===== src/rtl/muldiv_pkg.sv =====
// -----------------------------------------------------------------------------
// muldiv_pkg
// Shared types and constants for the RV32M multiply/divide unit.
//   XLEN           operand/result width (only 32 is supported)
//   muldiv_op_t    Funct3 operation encoding
//   muldiv_state_t sequencer states
//   abs_if()       two's-complement magnitude of a value treated as signed or not
//   op_a_signed()  whether operand A of an op is interpreted as signed
//   op_b_signed()  whether operand B of an op is interpreted as signed
// -----------------------------------------------------------------------------
package muldiv_pkg;

    localparam int XLEN = 32;
    localparam int ITER_COUNT = 32;
    localparam logic [XLEN-1:0] DIV0_QUOT = 32'hFFFF_FFFF;
    localparam logic [XLEN-1:0] INT_MIN   = 32'h8000_0000;

    typedef enum logic [2:0] {
        OP_MUL    = 3'b000,
        OP_MULH   = 3'b001,
        OP_MULHSU = 3'b010,
        OP_MULHU  = 3'b011,
        OP_DIV    = 3'b100,
        OP_DIVU   = 3'b101,
        OP_REM    = 3'b110,
        OP_REMU   = 3'b111
    } muldiv_op_t;

    typedef enum logic [1:0] {
        S_IDLE = 2'd0,
        S_CALC = 2'd1,
        S_FIX  = 2'd2,
        S_DONE = 2'd3
    } muldiv_state_t;

    function automatic logic [XLEN-1:0] abs_if(input logic [XLEN-1:0] v, input logic sgn);
        return (sgn && v[XLEN-1]) ? (~v + 1'b1) : v;
    endfunction

    // Divide ops: bit 0 clear means signed. Multiply: MULHU is the only
    // op with an unsigned A.
    function automatic logic op_a_signed(input muldiv_op_t op);
        logic [2:0] o;
        o = op;
        return o[2] ? ~o[0] : (op != OP_MULHU);
    endfunction

    // Multiply: only MUL and MULH treat B as signed.
    function automatic logic op_b_signed(input muldiv_op_t op);
        logic [2:0] o;
        o = op;
        return o[2] ? ~o[0] : (op == OP_MUL || op == OP_MULH);
    endfunction

endpackage


===== src/rtl/alu_muldiv_if.sv =====
// -----------------------------------------------------------------------------
// alu_muldiv_if
// Request/response bundle of the multiply/divide unit.
//   SrcA, SrcB, Funct3, Start   request from the core (master drives)
//   Busy, Done, Result, Illegal response from the unit (slave drives)
// -----------------------------------------------------------------------------
interface alu_muldiv_if;
    import muldiv_pkg::*;

    logic [XLEN-1:0] SrcA;
    logic [XLEN-1:0] SrcB;
    logic [2:0]      Funct3;
    logic            Start;
    logic            Busy;
    logic            Done;
    logic [XLEN-1:0] Result;
    logic            Illegal;

    modport master (
        output SrcA, SrcB, Funct3, Start,
        input  Busy, Done, Result, Illegal
    );

    modport slave (
        input  SrcA, SrcB, Funct3, Start,
        output Busy, Done, Result, Illegal
    );

endinterface


===== src/rtl/alu_div_core.sv =====
// -----------------------------------------------------------------------------
// alu_div_core
// Restoring divider on operand magnitudes, one quotient bit per step.
//   clk, rst_n          clock, asynchronous active-low reset
//   load                capture dividend/divisor (raw) and signedness
//   step                perform one restoring iteration
//   is_signed           operands are two's-complement signed
//   dividend, divisor   raw operands, sampled on load
//   quot, rem           unsigned quotient/remainder magnitudes
//   div_zero, div_ovf   captured boundary flags (divide by zero, INT_MIN/-1)
// -----------------------------------------------------------------------------
module alu_div_core
    import muldiv_pkg::*;
(
    input  logic            clk,
    input  logic            rst_n,
    input  logic            load,
    input  logic            step,
    input  logic            is_signed,
    input  logic [XLEN-1:0] dividend,
    input  logic [XLEN-1:0] divisor,
    output logic [XLEN-1:0] quot,
    output logic [XLEN-1:0] rem,
    output logic            div_zero,
    output logic            div_ovf
);

    // quot_q starts holding the dividend magnitude; its MSB shifts into the
    // partial remainder each step while quotient bits shift in at the LSB.
    logic [XLEN-1:0] quot_q, quot_d, rem_q, rem_d, dvsr_q, dvsr_d;
    logic            zero_q, zero_d, ovf_q, ovf_d;
    logic [XLEN:0]   shifted;
    logic [XLEN-1:0] sub;
    logic            ge;

    always_comb begin
        quot_d  = quot_q;
        rem_d   = rem_q;
        dvsr_d  = dvsr_q;
        zero_d  = zero_q;
        ovf_d   = ovf_q;
        shifted = {rem_q, quot_q[XLEN-1]};
        ge      = shifted >= {1'b0, dvsr_q};
        // When ge holds the true difference is below the divisor, so 32 bits suffice.
        sub     = shifted[XLEN-1:0] - dvsr_q;
        if (load) begin
            quot_d = abs_if(dividend, is_signed);
            rem_d  = '0;
            dvsr_d = abs_if(divisor, is_signed);
            zero_d = (divisor == '0);
            ovf_d  = is_signed && (dividend == INT_MIN) && (divisor == '1);
        end else if (step) begin
            quot_d = {quot_q[XLEN-2:0], ge};
            rem_d  = ge ? sub : shifted[XLEN-1:0];
        end
    end

    always_ff @(posedge clk or negedge rst_n) begin
        if (!rst_n) begin
            quot_q <= '0;
            rem_q  <= '0;
            dvsr_q <= '0;
            zero_q <= 1'b0;
            ovf_q  <= 1'b0;
        end else begin
            quot_q <= quot_d;
            rem_q  <= rem_d;
            dvsr_q <= dvsr_d;
            zero_q <= zero_d;
            ovf_q  <= ovf_d;
        end
    end

    assign quot     = quot_q;
    assign rem      = rem_q;
    assign div_zero = zero_q;
    assign div_ovf  = ovf_q;

endmodule


===== src/rtl/alu_muldiv.sv =====
// -----------------------------------------------------------------------------
// alu_muldiv
// Iterative RV32M multiply/divide unit with a fixed 34-cycle latency
// (32 CALC iterations, 1 FIX cycle, result presented in DONE).
//   clk     rising-edge clock
//   rst_n   asynchronous active-low reset
//   bus     alu_muldiv_if.slave: SrcA/SrcB/Funct3/Start in,
//           Busy/Done/Result/Illegal out
// Build option MULDIV_DIV_EN: when defined the divider (alu_div_core) is
// present and Illegal is tied low; when undefined, divide opcodes complete
// in one cycle with Done=Illegal=1 and Result=0.
// -----------------------------------------------------------------------------
module alu_muldiv
    import muldiv_pkg::*;
(
    input  logic         clk,
    input  logic         rst_n,
    alu_muldiv_if.slave  bus
);

    localparam logic [4:0] LAST_ITER = 5'(ITER_COUNT - 1);

    muldiv_state_t     state_q, state_d;
    logic [4:0]        cnt_q, cnt_d;
    muldiv_op_t        op_q, op_d;
    logic [XLEN-1:0]   a_q, a_d, b_q, b_d;
    logic [XLEN-1:0]   mcand_q, mcand_d;
    logic [2*XLEN-1:0] prod_q, prod_d;
    logic [XLEN-1:0]   result_q, result_d;

    muldiv_op_t        in_op;
    logic [XLEN:0]     add_sum;
    logic              a_neg, b_neg;
    logic [2*XLEN-1:0] prod_fix;
    logic [XLEN-1:0]   fix_res;

    assign in_op = muldiv_op_t'(bus.Funct3);
    assign a_neg = op_a_signed(op_q) & a_q[XLEN-1];
    assign b_neg = op_b_signed(op_q) & b_q[XLEN-1];

`ifdef MULDIV_DIV_EN
    logic [XLEN-1:0] div_quot, div_rem;
    logic            div_zero, div_ovf;

    alu_div_core u_div (
        .clk       (clk),
        .rst_n     (rst_n),
        .load      (bus.Start && (state_q == S_IDLE || state_q == S_DONE)),
        .step      (state_q == S_CALC),
        .is_signed (~bus.Funct3[0]),
        .dividend  (bus.SrcA),
        .divisor   (bus.SrcB),
        .quot      (div_quot),
        .rem       (div_rem),
        .div_zero  (div_zero),
        .div_ovf   (div_ovf)
    );
`else
    logic illegal_q, illegal_d;
`endif

    // Sign fix-up and result selection, consumed in FIX.
    always_comb begin
        prod_fix = (a_neg ^ b_neg) ? (~prod_q + 1'b1) : prod_q;
        fix_res  = (op_q == OP_MUL) ? prod_fix[XLEN-1:0] : prod_fix[2*XLEN-1:XLEN];
`ifdef MULDIV_DIV_EN
        if (op_q == OP_DIV || op_q == OP_DIVU) begin
            if (div_zero)     fix_res = DIV0_QUOT;
            else if (div_ovf) fix_res = INT_MIN;
            else              fix_res = (a_neg ^ b_neg) ? (~div_quot + 1'b1) : div_quot;
        end else if (op_q == OP_REM || op_q == OP_REMU) begin
            if (div_zero)     fix_res = a_q;
            else if (div_ovf) fix_res = '0;
            else              fix_res = a_neg ? (~div_rem + 1'b1) : div_rem;
        end
`endif
    end

    always_comb begin
        state_d  = state_q;
        cnt_d    = cnt_q;
        op_d     = op_q;
        a_d      = a_q;
        b_d      = b_q;
        mcand_d  = mcand_q;
        prod_d   = prod_q;
        result_d = result_q;
`ifndef MULDIV_DIV_EN
        illegal_d = illegal_q;
`endif
        // Shift-add: add the multiplicand into the upper half when the
        // multiplier LSB (held in the low half) is set, then shift right.
        add_sum = {1'b0, prod_q[2*XLEN-1:XLEN]} + {1'b0, (prod_q[0] ? mcand_q : '0)};
        case (state_q)
            S_IDLE, S_DONE: begin
                if (bus.Start) begin
                    op_d    = in_op;
                    a_d     = bus.SrcA;
                    b_d     = bus.SrcB;
                    cnt_d   = '0;
                    mcand_d = abs_if(bus.SrcA, op_a_signed(in_op));
                    prod_d  = {{XLEN{1'b0}}, abs_if(bus.SrcB, op_b_signed(in_op))};
                    state_d = S_CALC;
`ifndef MULDIV_DIV_EN
                    illegal_d = 1'b0;
                    if (bus.Funct3[2]) begin
                        illegal_d = 1'b1;
                        result_d  = '0;
                        state_d   = S_DONE;
                    end
`endif
                end else if (state_q == S_DONE) begin
                    state_d = S_IDLE;
                end
            end
            S_CALC: begin
                prod_d = {add_sum, prod_q[XLEN-1:1]};
                cnt_d  = cnt_q + 1'b1;
                if (cnt_q == LAST_ITER) state_d = S_FIX;
            end
            S_FIX: begin
                result_d = fix_res;
                state_d  = S_DONE;
            end
            default: state_d = S_IDLE;
        endcase
    end

    always_ff @(posedge clk or negedge rst_n) begin
        if (!rst_n) begin
            state_q  <= S_IDLE;
            cnt_q    <= '0;
            op_q     <= OP_MUL;
            a_q      <= '0;
            b_q      <= '0;
            mcand_q  <= '0;
            prod_q   <= '0;
            result_q <= '0;
`ifndef MULDIV_DIV_EN
            illegal_q <= 1'b0;
`endif
        end else begin
            state_q  <= state_d;
            cnt_q    <= cnt_d;
            op_q     <= op_d;
            a_q      <= a_d;
            b_q      <= b_d;
            mcand_q  <= mcand_d;
            prod_q   <= prod_d;
            result_q <= result_d;
`ifndef MULDIV_DIV_EN
            illegal_q <= illegal_d;
`endif
        end
    end

    assign bus.Busy   = (state_q == S_CALC) || (state_q == S_FIX);
    assign bus.Done   = (state_q == S_DONE);
    assign bus.Result = result_q;
`ifdef MULDIV_DIV_EN
    assign bus.Illegal = 1'b0;
`else
    assign bus.Illegal = (state_q == S_DONE) && illegal_q;
`endif

endmodule


===== src/flat_wrapper.sv =====
// flat-port wrapper written by rule: the top's interface ports become plain ports
module alu_muldiv_flat import muldiv_pkg::*;
  (clk, rst_n, bus_SrcA, bus_SrcB, bus_Funct3, bus_Start, bus_Busy, bus_Done, bus_Result, bus_Illegal);
  alu_muldiv_if bus_i ();
  input  logic clk;
  input  logic rst_n;
  input wire logic [$bits(bus_i.SrcA)-1:0] bus_SrcA;
  input wire logic [$bits(bus_i.SrcB)-1:0] bus_SrcB;
  input wire logic [$bits(bus_i.Funct3)-1:0] bus_Funct3;
  input wire logic [$bits(bus_i.Start)-1:0] bus_Start;
  output wire logic [$bits(bus_i.Busy)-1:0] bus_Busy;
  output wire logic [$bits(bus_i.Done)-1:0] bus_Done;
  output wire logic [$bits(bus_i.Result)-1:0] bus_Result;
  output wire logic [$bits(bus_i.Illegal)-1:0] bus_Illegal;
  assign bus_i.SrcA = bus_SrcA;
  assign bus_i.SrcB = bus_SrcB;
  assign bus_i.Funct3 = bus_Funct3;
  assign bus_i.Start = bus_Start;
  assign bus_Busy = bus_i.Busy;
  assign bus_Done = bus_i.Done;
  assign bus_Result = bus_i.Result;
  assign bus_Illegal = bus_i.Illegal;
  alu_muldiv u_core (.clk(clk), .rst_n(rst_n), .bus(bus_i));
endmodule

===== config.mk =====
export PLATFORM = sky130hd
export DESIGN_NAME = alu_muldiv_flat
export DESIGN_NICKNAME = d
export VERILOG_FILES = /design/src/rtl/muldiv_pkg.sv /design/src/rtl/alu_muldiv_if.sv /design/src/rtl/alu_div_core.sv /design/src/rtl/alu_muldiv.sv /design/src/flat_wrapper.sv
export SDC_FILE = /design/constraint.sdc
export NUM_CORES = 1
export LEC_CHECK = 0
export BUFFER_PORTS_ARGS = -buffer_cell sky130_fd_sc_hd__buf_4
export CAP_MARGIN = 20
export CORE_MARGIN = 2
export CORE_UTILIZATION = 58
export CTS_BUF_LIST = sky130_fd_sc_hd__clkbuf_2
export DETAILED_ROUTE_END_ITERATION = 16
export GPL_TIMING_DRIVEN = 0
export PLACE_DENSITY = 0.76
export SYNTH_ARGS = -nofsm -noshare
export SYNTH_HDL_FRONTEND = slang
export SYNTH_SLANG_ARGS = --single-unit

===== constraint.sdc =====
create_clock -name clk -period 3.4 [get_ports clk]
set_input_delay 0.17 -clock clk [delete_from_list [all_inputs] [get_ports clk]]
set_output_delay 0.17 -clock clk [all_outputs]
set_load 0.01 [all_outputs]

=== Word-level counts from Yosys, hierarchy flattened ===
Index checks and enable logic that the tools add are counted.
W data, S select, Z words.

* $add $sub $neg: 5
* Eq/ne operators: 12
* Muxes and demuxes: 22
* Bitwise logic cells: 8
* Reductions and logical operators: 16

{| class="wikitable"
|+ Operators by type and width
! cell !! count
|-
| $mux W32 || 6
|-
| $mux W64 || 2
|-
| $pmux W64 S2 || 1
|-
| $add A32 B1 Y32 const B || 2
|-
| $add A64 B1 Y64 const B || 1
|-
| $not A32 Y32 || 2
|-
| $not A64 Y64 || 1
|-
| $pmux W32 S2 || 1
|-
| $add A32 B32 Y33 || 1
|-
| $pmux W5 S2 || 1
|-
| $mux W2 || 4
|-
| $eq A3 B1 Y1 const B || 2
|-
| $logic_not A3 Y1 || 2
|-
| $ne A3 B2 Y1 const B || 2
|-
| $pmux W2 S3 || 1
|-
| $reduce_and A2 Y1 || 3
|-
| $add A5 B1 Y5 const B || 1
|-
| $eq A5 B5 Y1 const B || 1
|-
| $mux W1 || 5
|-
| $mux W5 || 1
|-
| $eq A2 B2 Y1 const B || 2
|-
| $ne A2 B2 Y1 const B || 2
|-
| $reduce_bool A2 Y1 || 2
|-
| $logic_and A1 B1 Y1 || 3
|-
| other kinds (10) || 14
|}

* Register bits: 203
* Input bits: 70
* Output and inout bits: 35
* Logic and storage cells: 72

=== Longest topological paths before layout ===
* Depth after elaboration: 8
* Depth in mapped cells: 13
* Mapped depth without buffers: 12

=== Least setup slack after synthesis ===
No wires, ideal clock.

* Path type: reg2reg
* Start: register u_core.prod_q[30]
* End: register u_core.result_q[30], in the netlist u_core.bus.Result[30]
* Library setup time: 129 ps
* Arrival: 2915 ps
* Data required time: 3271 ps
* Slack: 356 ps
* Stages on the path, launching flop included: 9
* Path through: dfrtp_1 or4_4 or4_4 or4_4 or2_1 or3_4 o41ai_2 xor2_1 o21ai_1

* Word-level cells in the longest chain between the ends: 5

{| class="wikitable"
|+ Ends and longest elaborated chain
! what !! line !! source
|-
| start: declaration || alu_muldiv.sv:28 || <nowiki>logic [2*XLEN-1:0] prod_q, prod_d;</nowiki>
|-
| start signal: assignment || alu_muldiv.sv:149 || <nowiki>prod_q <= prod_d;</nowiki>
|-
| $not A64 Y64 || alu_muldiv.sv:64 || <nowiki>prod_fix = (a_neg ^ b_neg) ? (~prod_q + 1'b1) : prod_q;</nowiki>
|-
| $add A64 B1 Y64 || alu_muldiv.sv:64 ||
|-
| $mux W64 (*) || alu_muldiv.sv:64 ||
|-
| $mux W32 (*) || alu_muldiv.sv:65 || <nowiki>fix_res = (op_q == OP_MUL) ? prod_fix[XLEN-1:0] : prod_fix[2*XLEN-1:XLEN];</nowiki>
|-
| $pmux W32 S2 (*) || alu_muldiv.sv:94 || <nowiki>case (state_q)</nowiki>
|-
| end signal: assignment || alu_muldiv.sv:150 || <nowiki>result_q <= result_d;</nowiki>
|-
| end: declaration || alu_muldiv.sv:29 || <nowiki>logic [XLEN-1:0] result_q, result_d;</nowiki>
|}

Mark *: on every way between the ends. The rest lies on a longest branch, timed or not.
A chain may end at the register's enable or synchronous reset.

=== Worst setup path after layout ===
Same ends and word-level chain as after synthesis.

==> results.toml <==
[worst_setup_path]
path_class = "reg2reg"
reg2reg_from = "u_core.prod_q[30]"
ff2ff_path_depth = 8
crit_path_end_kind = "flip-flop"
worstSetupStartpointType = "flip-flop"
crit_path_end = "u_core.bus.Result[30]"
r2r_end = "u_core.bus.Result[30]"
crit_path_max_fanout = 6
crit_start = "u_core.prod_q[30]"
rrSetupSlack_ns = 0.06
required_ns = 4.04
cp.arrival_ns = 3.98

[synth]
synth.area.top_cells = "dfrtp_1 34%, o21ai_0 8.5%, xnor2_1 7.0%"
synth_compound_area_frac = 0.253
async_flop_share = 1.00
synth_top_family_by_area = "compound AO/OA/AOI/OAI gates"
synth_most_common_cell = "o21ai_0"
synth_cells = 1274
synth-adder-area-share = 0.0507
synth_mux_area_frac = 0.00597
ys_types = 59
synth_common_cells = "174 x o21ai_0, 154 x nand2_1, 140 x dfrtp_1, 100 x a21oi_1, 96 x nor2_1"
ys_warn_count = 0
syn_area_per_cell_um2 = 8.06
synth.top_cell.area_share = 0.341
synth-xor-area-share = 0.122
yosys.area_share.simple = 0.192
yosys.area.top_type = "dfrtp_1"
yosysSeqAreaShare = 0.341
netlist_area_um2 = 10300
synth_fp_nets = 1385
ys_ff_latch = 140
synth_edf_count = 0
synth_ff_type = "dfrtp_1"

[power_and_ir_drop]
peakVddDrop_mv = 0.683
finalPower_w = 0.0112
p_leak_nw = 5.51
p_per_area_nw_per_um2 = 872

[final_layout]
nNetsFinal = 1628
area_growth_syn_to_layout_pct = 25.0
stdcell_area_um2 = 12800
drive_above_1_share = 0.113
final_core_util = 0.742

[sta]
tns_ns = 0
relSlewSlack = 0.311
finalHoldViolCount = 0
worst_slack_ns = 0.0637
tightest_slew_ns = 1.02
fin_skew_ns = 0.0506
fin_crit_sh = 0.981
finalSetupViolCount = 0
fmax_ghz = 0.300
slew_viol_final = 0
fin_crit_ns = 3.34
rsz0062_at_grt = "true"

[clock_tree]
clkTransAtPathRegs_ns = 0.21
cts_root_buf = "clkbuf_2"
numCtsBuffers = 17
h-tree-depth = 4
cts_buffer_depth = 2
clock_latency_ns = 0.77
cts_tree = "done"
cts_num_sinks = 140

[place]
place.gp.congestion = 0.930
io_buffers = 104
place_area_um2 = 11400
dp.final_hpwl_um = 23300
pre_cts_slack_ns = -0.815

[route]
wl_um = 33200
wl_per_cell_um = 18.9
via_per_inst = 6.20
dr.pass1.iters = 6
ant_nets = 0
drt_iter0_drc = 1006
drc = 0
vias = 10900

[floorplanning]
die-area_um2 = 18800
io_pins = 105
die_x_um = 137
start_util = 0.594
die_h_um = 137
core_um2 = 17300
num_rows = 48

[global_route]
grt_overflow = 0
grt_pass1_vias = 10100
antenna_found_initial = 1
grt_pass1_wl_um = 52200
grt_max_degree = 88
grtUsageTotal = 0.357

[job]
maxCapViolCount = 0

[min_path]
hold_path_class = "in2reg"

[outcome]
outcome = "complete, no violations"
cell families (layout without fill, tap and decap cells):
| family | Yosys count | in the layout |
|---|---|---|
| flip-flops | 140 | 140 |
| multiplexers | 6 | 6 |
| XOR/XNOR | 143 | 143 |
| AO/OA/AOI/OAI | 432 | 432 |
| buffers and inverters | 96 | 351 |
| AND/OR/NAND/NOR | 416 | 416 |
| adder cells (fa/ha/maj) | 41 | 41 |
| other | 0 | 1 |
cell usage in the layout (no fill, tap or decap), types with 5 or more instances in the layout:
master,instances
dlygate4sd3_1,107
nand2_1,154
xor2_1,61
o21ai_0,172
ha_1,40
nor4_1,13
a21oi_1,100
o21a_1,8
clkbuf_2,19
nand3_1,16
o22ai_1,7
mux2i_1,5
a31oi_1,12
or4_1,14
clkbuf_1,61
or3_1,12
nand2b_1,11
o41ai_1,10
buf_4,115
nor2_1,96
a21o_1,17
buf_1,8
dfrtp_1,138
inv_1,23
nor3_1,26
a22oi_1,32
a22o_1,8
xnor2_1,82
nand4_1,12
o211ai_1,5
o31ai_1,22
and2_1,36
registers in the layout (all words and copies together), names as in the netlist:
| signal | cells |
|---|---|
| u_core.mcand_q | 32 |
| u_core.op_q | 3 |
| u_core.prod_q | 64 |
| u_core.b_q | 1 |
| u_core.bus.Result | 32 |
| u_core.a_q | 1 |
| u_core.state_q | 2 |
| u_core.cnt_q | 5 |
power by group:
group | total, W | switching [W] | internal [W]
sequential | 0.00320 | 0.000806 | 0.00240
combinational | 0.00711 | 0.00431 | 0.00280
clock | 0.000892 | 0.000645 | 0.000247
total | 0.0112 | 0.00576 | 0.00544
critical path, cell delays in order, from the launching register on:
cell     delay [ns]
dfrtp_2        0.51
or4_4          0.55
or4_4          0.45
or4_4          0.48
or2_1          0.26
or3_4          0.38
o41ai_4        0.31
xor2_1         0.22
o21ai_1        0.09
through the flow:
| stage | hold WS [ns] | std cells |
|---|---|---|
| 6_report | 0.156 | 1755 |
| 4_1_cts | 0.125 | 1750 |
| 3_5_place_dp | 0.163 | 1604 |
| 2_1_floorplan | -0.126 | 1274 |
| 3_3_place_gp | 0.384 | 1603 |
| 5_1_grt | 0.125 | 1755 |
timing repair:
item,in CTS,in global routing
buffers inserted,7,5
pin swaps,3,2
gates resized for setup,9,13
cloned,0,0
hold buffers,108,0
hold endpoints to repair,212,0
setup endpoints to repair,21,31
cell type report:
cell class,count,area (µm²)
clock buffer,17,85.1
buffer,72,277
clock inverter,14,106
tap,225,282
sequential,140,3510
timing repair buffer,225,2000
multi-input combinational,1038,6500
inverter,23,86.3
antenna,1,2.50
fill,1387,4460
metal layers:
metal,wire length [µm],vias to the layer above,share of wire,GRT usage
met4,883,0,0.027,0.107
met3,2830,76,0.085,0.0819
li1,-,5065,-,-
met5,0,-,0,0
met2,15300,486,0.46,0.557
met1,14200,5248,0.43,0.496
worst min path at each step:
stage	from	to	cells past startpoint
2_1_floorplan	rst_n	u_core.a_q[31]	0
3_3_place_gp	bus_Funct3[1]	u_core.op_q[1]	3
3_5_place_dp	rst_n	u_core.prod_q[9]	1
4_1_cts	bus_Funct3[1]	u_core.op_q[1]	4
5_1_grt	bus_Funct3[0]	u_core.op_q[0]	4
6_report	bus_Funct3[0]	u_core.op_q[0]	4
Power figures use the tool's default switching activity.
